--- config.mk ---
export PLATFORM = sky130hd
export DESIGN_NAME = mio_bridge
export DESIGN_NICKNAME = d
export VERILOG_FILES = /design/src/rtl/mio_bridge.sv
export SDC_FILE = /design/constraint.sdc
export NUM_CORES = 1
export LEC_CHECK = 0
export ABC_CLOCK_PERIOD_IN_PS = 3900
export CORE_ASPECT_RATIO = 1.4
export CORE_MARGIN = 8
export CORE_UTILIZATION = 41
export DETAILED_ROUTE_END_ITERATION = 16
export PLACE_DENSITY = 0.86
export SETUP_SLACK_MARGIN = 0.1
export SYNTH_ARGS = -nofsm -noshare
export SYNTH_HDL_FRONTEND = slang
export SYNTH_SLANG_ARGS = --single-unit
--- constraint.sdc ---
create_clock -name clk -period 3.9 [get_ports clk]
set_input_delay 0.78 -clock clk [delete_from_list [all_inputs] [get_ports clk]]
set_output_delay 0.78 -clock clk [all_outputs]
set_load 0.02 [all_outputs]
--- src/rtl/mio_bridge.sv ---
// Data-side memory/IO bridge: routes one core load/store at a time to the on-chip RAM or the
// peripheral bus, and completes with a registered one-cycle ready pulse plus an error flag.
module mio_bridge #(
    parameter int unsigned RAM_AW  = 10,
    parameter logic [3:0]  PER_TAG = 4'hF,
    parameter int unsigned TIMEOUT = 16
) (
    input  logic              clk,
    input  logic              reset,
    input  logic              cpu_req,
    input  logic [31:0]       cpu_addr,
    input  logic              cpu_we,
    input  logic [3:0]        cpu_wea,
    input  logic [31:0]       cpu_wdata,
    output logic [31:0]       cpu_rdata,
    output logic              cpu_ready,
    output logic              cpu_err,
    output logic              busy,
    output logic              ram_en,
    output logic [3:0]        ram_wea,
    output logic [RAM_AW-1:0] ram_addr,
    output logic [31:0]       ram_wdata,
    input  logic [31:0]       ram_rdata,
    output logic              per_req,
    output logic              per_we,
    output logic [3:0]        per_wea,
    output logic [31:0]       per_addr,
    output logic [31:0]       per_wdata,
    input  logic              per_ack,
    input  logic [31:0]       per_rdata
);

    localparam int unsigned CntW = $clog2(TIMEOUT);

    typedef enum logic [2:0] {
        StIdle,
        StRamIssue,
        StRamData,
        StPerWait,
        StResp
    } state_e;

    state_e            state_q, state_d;
    logic [31:0]       addr_q, addr_d;
    logic              we_q, we_d;
    logic [3:0]        wea_q, wea_d;
    logic [31:0]       wdata_q, wdata_d;
    logic [31:0]       rdata_q, rdata_d;
    logic              err_q, err_d;
    logic              ready_q, ready_d;
    logic [CntW-1:0]   cnt_q, cnt_d;
    logic              is_ram, is_per;

    assign is_ram = (cpu_addr[31:RAM_AW+2] == '0);
    assign is_per = (cpu_addr[31:28] == PER_TAG);

    always_comb begin
        state_d = state_q;
        addr_d  = addr_q;
        we_d    = we_q;
        wea_d   = wea_q;
        wdata_d = wdata_q;
        rdata_d = rdata_q;
        err_d   = err_q;
        cnt_d   = cnt_q;

        unique case (state_q)
            StIdle: begin
                if (cpu_req) begin
                    addr_d  = cpu_addr;
                    we_d    = cpu_we;
                    wea_d   = cpu_wea;
                    wdata_d = cpu_wdata;
                    rdata_d = '0;
                    err_d   = 1'b0;
                    cnt_d   = '0;
                    if (is_ram) begin
                        state_d = StRamIssue;
                    end else if (is_per) begin
                        state_d = StPerWait;
                    end else begin
                        state_d = StResp;
                        err_d   = 1'b1;
                    end
                end
            end
            StRamIssue: state_d = we_q ? StResp : StRamData;
            StRamData: begin
                rdata_d = ram_rdata;
                state_d = StResp;
            end
            StPerWait: begin
                if (per_ack) begin
                    rdata_d = we_q ? 32'h0 : per_rdata;
                    err_d   = 1'b0;
                    state_d = StResp;
                end else if (cnt_q == CntW'(TIMEOUT - 1)) begin
                    rdata_d = '0;
                    err_d   = 1'b1;
                    state_d = StResp;
                end else begin
                    cnt_d = cnt_q + CntW'(1);
                end
            end
            StResp:  state_d = StIdle;
            default: state_d = StIdle;
        endcase

        // Ready is a flop so the core never sees a combinational path from the buses.
        ready_d = (state_d == StResp);
    end

    always_ff @(posedge clk or negedge reset) begin
        if (!reset) begin
            state_q <= StIdle;
            addr_q  <= '0;
            we_q    <= 1'b0;
            wea_q   <= '0;
            wdata_q <= '0;
            rdata_q <= '0;
            err_q   <= 1'b0;
            ready_q <= 1'b0;
            cnt_q   <= '0;
        end else begin
            state_q <= state_d;
            addr_q  <= addr_d;
            we_q    <= we_d;
            wea_q   <= wea_d;
            wdata_q <= wdata_d;
            rdata_q <= rdata_d;
            err_q   <= err_d;
            ready_q <= ready_d;
            cnt_q   <= cnt_d;
        end
    end

    assign cpu_rdata = rdata_q;
    assign cpu_ready = ready_q;
    assign cpu_err   = err_q;
    assign busy      = (state_q != StIdle);

    assign ram_en    = (state_q == StRamIssue);
    assign ram_wea   = (ram_en && we_q) ? wea_q : 4'b0000;
    assign ram_addr  = addr_q[RAM_AW+1:2];
    assign ram_wdata = wdata_q;

    assign per_req   = (state_q == StPerWait);
    assign per_we    = per_req & we_q;
    assign per_wea   = per_req ? wea_q : 4'b0000;
    assign per_addr  = addr_q;
    assign per_wdata = wdata_q;

endmodule
## After elaboration in Yosys (flattened, before gate mapping)

Index checks and enable logic that the tools add are counted.

- Register bits: 110
- Input port bits: 137
- Output and inout bits: 152
- Word-level logic and storage cells: 55

- Add/subtract/negate cells: 1
- Equality and inequality tests: 10
- Multiplexer cells: 24
- Bitwise operators: 1
- Reductions and logical operators: 10

Operators with widths:

| operator | number |
|---|---|
| 2-to-1 mux 32 bit | 4 |
| one-hot mux 32 bit (3 select lines) | 1 |
| logical NOT 20 bit | 1 |
| 2-to-1 mux 4 bit | 5 |
| 2-to-1 mux 3 bit | 6 |
| one-hot mux 3 bit (4 select lines) | 1 |
| == test 4 bit (second input constant) | 2 |
| one-hot mux 4 bit (2 select lines) | 1 |
| == test 3 x 2 -> 1 bit (second input constant) | 2 |
| != test 2 bit (second input constant) | 3 |
| AND reduction 3 bit | 2 |
| nonzero test 3 bit | 2 |
| 2-to-1 mux 1 bit | 5 |
| adder 4 x 1 -> 4 bit (second input constant) | 1 |
| AND reduction 4 bit | 1 |
| == test 3 x 1 -> 1 bit (second input constant) | 1 |
| == test 3 bit (second input constant) | 1 |
| logical NOT 3 bit | 1 |
| != test 3 x 1 -> 1 bit (second input constant) | 1 |
| one-hot mux 1 bit (2 select lines) | 1 |
| AND reduction 2 bit | 1 |
| nonzero test 2 bit | 1 |
| AND 1 bit | 1 |
| logical AND 1 bit | 1 |

## Depth between registers and ports, before layout

- Depth after elaboration: 6
- Mapped depth: 6
- Depth with buffers taken out: 5

## Worst setup path before layout

OpenSTA, ideal clock, no wires.

- Kind: flip-flop to output port
- From: register state_q[0]
- To: output port per_we
- Data arrival time: 1150 ps
- Required time: 3120 ps
- Setup slack: 1970 ps
- Stages on the path, launching flop included: 5
- Buffers on the path: 2
- Path through: dfrtp_1 -> and3b_1 -> buf_4 -> buf_4 -> and2_1

- Word-level cells in the longest chain between the ends: 2

Ends and longest elaborated chain:

| what | line | source |
|---|---|---|
| start: declaration | 43 | `state_e state_q, state_d;` |
| start signal: assignment | 115 | `state_q <= StIdle;` |
| start signal: assignment | 125 | `state_q <= state_d;` |
| == test 3 x 2 -> 1 bit | 147 | `assign per_req = (state_q == StPerWait);` |
| via per_req | 24 | `output logic per_req,` |
| AND 1 bit | 148 | `assign per_we = per_req & we_q;` |
| end: declaration | 25 | `output logic per_we,` |

The timed path passes the listed nets, and every way through them passes these cells.

## Final worst setup path

- From: register state_q[0]
- To: output port per_req

- Word-level cells in the longest chain between the ends: 1

Ends and longest elaborated chain:

| what | line |
|---|---|
| == test 3 x 2 -> 1 bit | 147 |
| end: declaration | 24 |

No other way between the ends.

==> flow_metrics.py <==
metrics = {
    "placed_design": {
        "dpl_worst_slack_ns": 1.15,
        "place_inst": 910,
        "placement.cell_area_um2": 7620,
        "dp_hpwl_mm": 13.6,
        "globalplace.congestion": 0.815,
        "portBuffers": 288,
    },
    "power": {
        "internal_power_mw": 2.40,
        "p_switching_mw": 1.17,
        "ir_drop_v": 0.000264,
        "design_power_total_mw": 3.58,
        "p_clk_frac": 0.249,
        "sw_frac_of_total": 0.328,
        "pwr-share-seq": 0.400,
        "power_frac_comb": 0.351,
        "p_per_area_nw_per_um2": 452,
        "static-leakage-power_nw": 3.58,
    },
    "logic_synthesis": {
        "synth.cells.most_frequent": "sky130_fd_sc_hd__nand2_1 (214), sky130_fd_sc_hd__dfrtp_1 (110), sky130_fd_sc_hd__a21oi_1 (65)",
        "asyncSetResetFlopFracSynth": 1.00,
        "largest_area_contributor_in_the_synthesized_netlist": "sky130_fd_sc_hd__dfrtp_1",
        "synth.most_common_cell": "sky130_fd_sc_hd__nand2_1",
        "synth_top_flop_cell": "sky130_fd_sc_hd__dfrtp_1",
        "synthesis.nets": 683,
        "netlist_top_cells_area": "sky130_fd_sc_hd__dfrtp_1 (55%), sky130_fd_sc_hd__nand2_1 (16%), sky130_fd_sc_hd__buf_4 (7.5%), sky130_fd_sc_hd__a21oi_1 (6.5%), sky130_fd_sc_hd__a32oi_1 (5.6%)",
        "synth_top_cell_area_share": 0.550,
        "seq_area_frac_synth": 0.550,
        "synthesis.area_um2": 5000,
        "syn_inst": 545,
        "postSynthRegisterBits": 110,
        "number_of_distinct_standard_cells_referenced_by_the_synthesized_netlist": 34,
        "yosys_warnings": 0,
        "post_synth.cell_area_avg_um2": 9.18,
        "synth-edff-count": 0,
    },
    "sta": {
        "fin_worst_hold_slack_ns": 0.466,
        "final_max_slew_viol_count": 0,
        "grt_setup_unrepaired": "no",
        "timing_hold_violations_final": 0,
        "finalCriticalPeriod_ns": 3.01,
        "finalWorstSetupSlack_ns": 0.895,
        "maxSlewHeadroom": 0.529,
        "final-setup-viol-count": 0,
        "achievable-frequency_ghz": 0.333,
        "fin_clk_skew_ns": 0.00931,
        "fin_crit_sh": 0.771,
        "worst_slew_pin_slew_ns": 0.706,
        "setup_total_negative_slack_ns": 0,
    },
    "worst_hold_path": {
        "hp-class": "in2async",
    },
    "clock_network": {
        "cts_htree_levels": 3,
        "cts.repair_timing.setup_buffer_count": 0,
        "clk_transition_reported_paths_ns": 0.07,
        "cts-buffers-inserted": 9,
        "postCtsResizedCells": 0,
        "cts.root.buffer_cell": "sky130_fd_sc_hd__clkbuf_16",
        "cts-root-to-sink-buffers": 2,
        "cts.sink_count": 110,
        "insertion_delay_ns": 0.34,
        "clock_tree_from_tritoncts": "done",
        "cts-hold-fix-buffers": 0,
    },
    "setup_path": {
        "top_fanout_value_on_the_critical_path": 39,
        "worstPathArrival_ns": 2.23,
        "cp-end-kind": "primary output",
        "worstSetupPathType": "reg2out",
        "setup.worst_path.start_class": "flop",
        "worstPathRequired_ns": 3.12,
    },
    "die": {
        "floorplan.die_area_um2": 16000,
        "floorplan.initialDensity": 0.421,
        "ios": 289,
        "std_cell_rows": 47,
        "core_region_area_um2": 11900,
        "die_width_um": 109,
        "dieHeight_um": 147,
    },
    "layout": {
        "final_area_um2": 7910,
        "areaGrowthSynthToFinish_pct": 58.1,
        "post_route_cells_drive_above_1_share": 0.0360,
        "post_layout_nonfiller_instances": 925,
        "diodes": 0,
        "final_core_util": 0.666,
        "finalNetCount": 912,
    },
    "global_route": {
        "grt_remaining_overflow": 0,
        "grt_util_overall": 0.216,
        "global_route_wire_length_before_repair_mm": 27.3,
        "grt_antenna_before_repair": 0,
        "grt_pass1_vias": 5192,
        "grt_start_max_net_pins": 65,
    },
    "routing": {
        "drt_wl_total_mm": 17.6,
        "drt_first_pass_iters": 5,
        "wire_per_inst_um": 19.0,
        "number_of_antenna_violating_nets_in_the_routed_design": 0,
        "routed_via_density": 5.21,
        "drt_drc_violations_left": 0,
        "total_vias_in_the_final_route": 4823,
        "drt_first_iter_violations": 164,
    },
    "run_status": {
        "outcome": "finished, final reports clean",
    },
    "job": {
        "max_cap_violations": 0,
    },
}
[layout make-up]
cell class              instances  area (µm²)
inverters                       2        7.51
multi-input cells             355        1730
repair buffers                296        2950
clock buffers                  12         236
clock inverters                 3        46.3
well taps                     147         184
fillers                       947        3970
flip-flops and latches        110        2750
[placed cells by master (no fill, tap or decap), types with 2 or more instances in the layout]
cell and n:
sky130_fd_sc_hd__clkdlybuf4s50_1 287, sky130_fd_sc_hd__nand2_1 214, sky130_fd_sc_hd__dfrtp_1 110, sky130_fd_sc_hd__a21oi_1 65, sky130_fd_sc_hd__a32oi_1 32, sky130_fd_sc_hd__clkbuf_16 9
sky130_fd_sc_hd__buf_4 8, sky130_fd_sc_hd__nand3_1 7, sky130_fd_sc_hd__nor4_1 5, sky130_fd_sc_hd__and2_1 5, sky130_fd_sc_hd__and3_1 5, sky130_fd_sc_hd__clkbuf_1 3
sky130_fd_sc_hd__o21ai_0 2, sky130_fd_sc_hd__o22ai_1 2
[routing by layer]
metal  wire, µm  vias up  GRT usage
li1           -     2242          -
met1       6160     2323      0.224
met2       9050      216      0.377
met3       1710       42     0.0727
met4        669        0      0.101
met5          0        -          0
[path summary, 6_finish.rpt]
kind                            depth (start not counted)       endpoint    startpoint  slack [ns]
worst max-delay path                                    3        per_req    state_q[0]        0.89
worst min-delay path                                    1  cpu_rdata[31]         reset        0.47
worst max register to register                          5  cpu_rdata[26]    state_q[0]        1.31
worst min register to register                          2   per_addr[30]  per_addr[30]        0.47
max in group asynchronous                               2   per_wdata[2]         reset        2.64
min in group clk                                        2   per_addr[30]  per_addr[30]        0.47
[power groups by stage]
stage               Clock (mW)  Sequential (mW)  Combinational, mW
finish                   0.891             1.43               1.26
floorplan                    0             1.62              0.454
global placement             0             1.44               1.24
global route             0.949             1.45               1.34
detailed placement           0             1.45               1.27
CTS                      0.905             1.43               1.27
[worst max-delay path, cell delays in order, from the launching register on]
cell and delay [ns]:
sky130_fd_sc_hd__dfrtp_1 0.46, sky130_fd_sc_hd__and3b_1 0.29, sky130_fd_sc_hd__buf_4 0.42, sky130_fd_sc_hd__clkdlybuf4s50_1 0.72
[kinds of logic (layout without fill, tap and decap cells)]
family	after synthesis	in the layout	synth area share
AND/OR/NAND/NOR	245	245	0.198
buffers and inverters	80	313	0.107
AO/OA/AOI/OAI	108	108	0.141
flip-flops	110	110	0.550
adder cells (fa/ha/maj)	1	1	0.00250
XOR/XNOR	1	1	0.00175
[flip-flops by register name, summed over array words and instances (netlist names)]
name / count
cnt_q: 4
state_q: 3
per_wdata: 32
wea_q: 4
cpu_rdata: 32
we_q: 1
per_addr: 32
cpu_ready: 1
cpu_err: 1
Note: power is estimated with default switching activity, not from simulation.
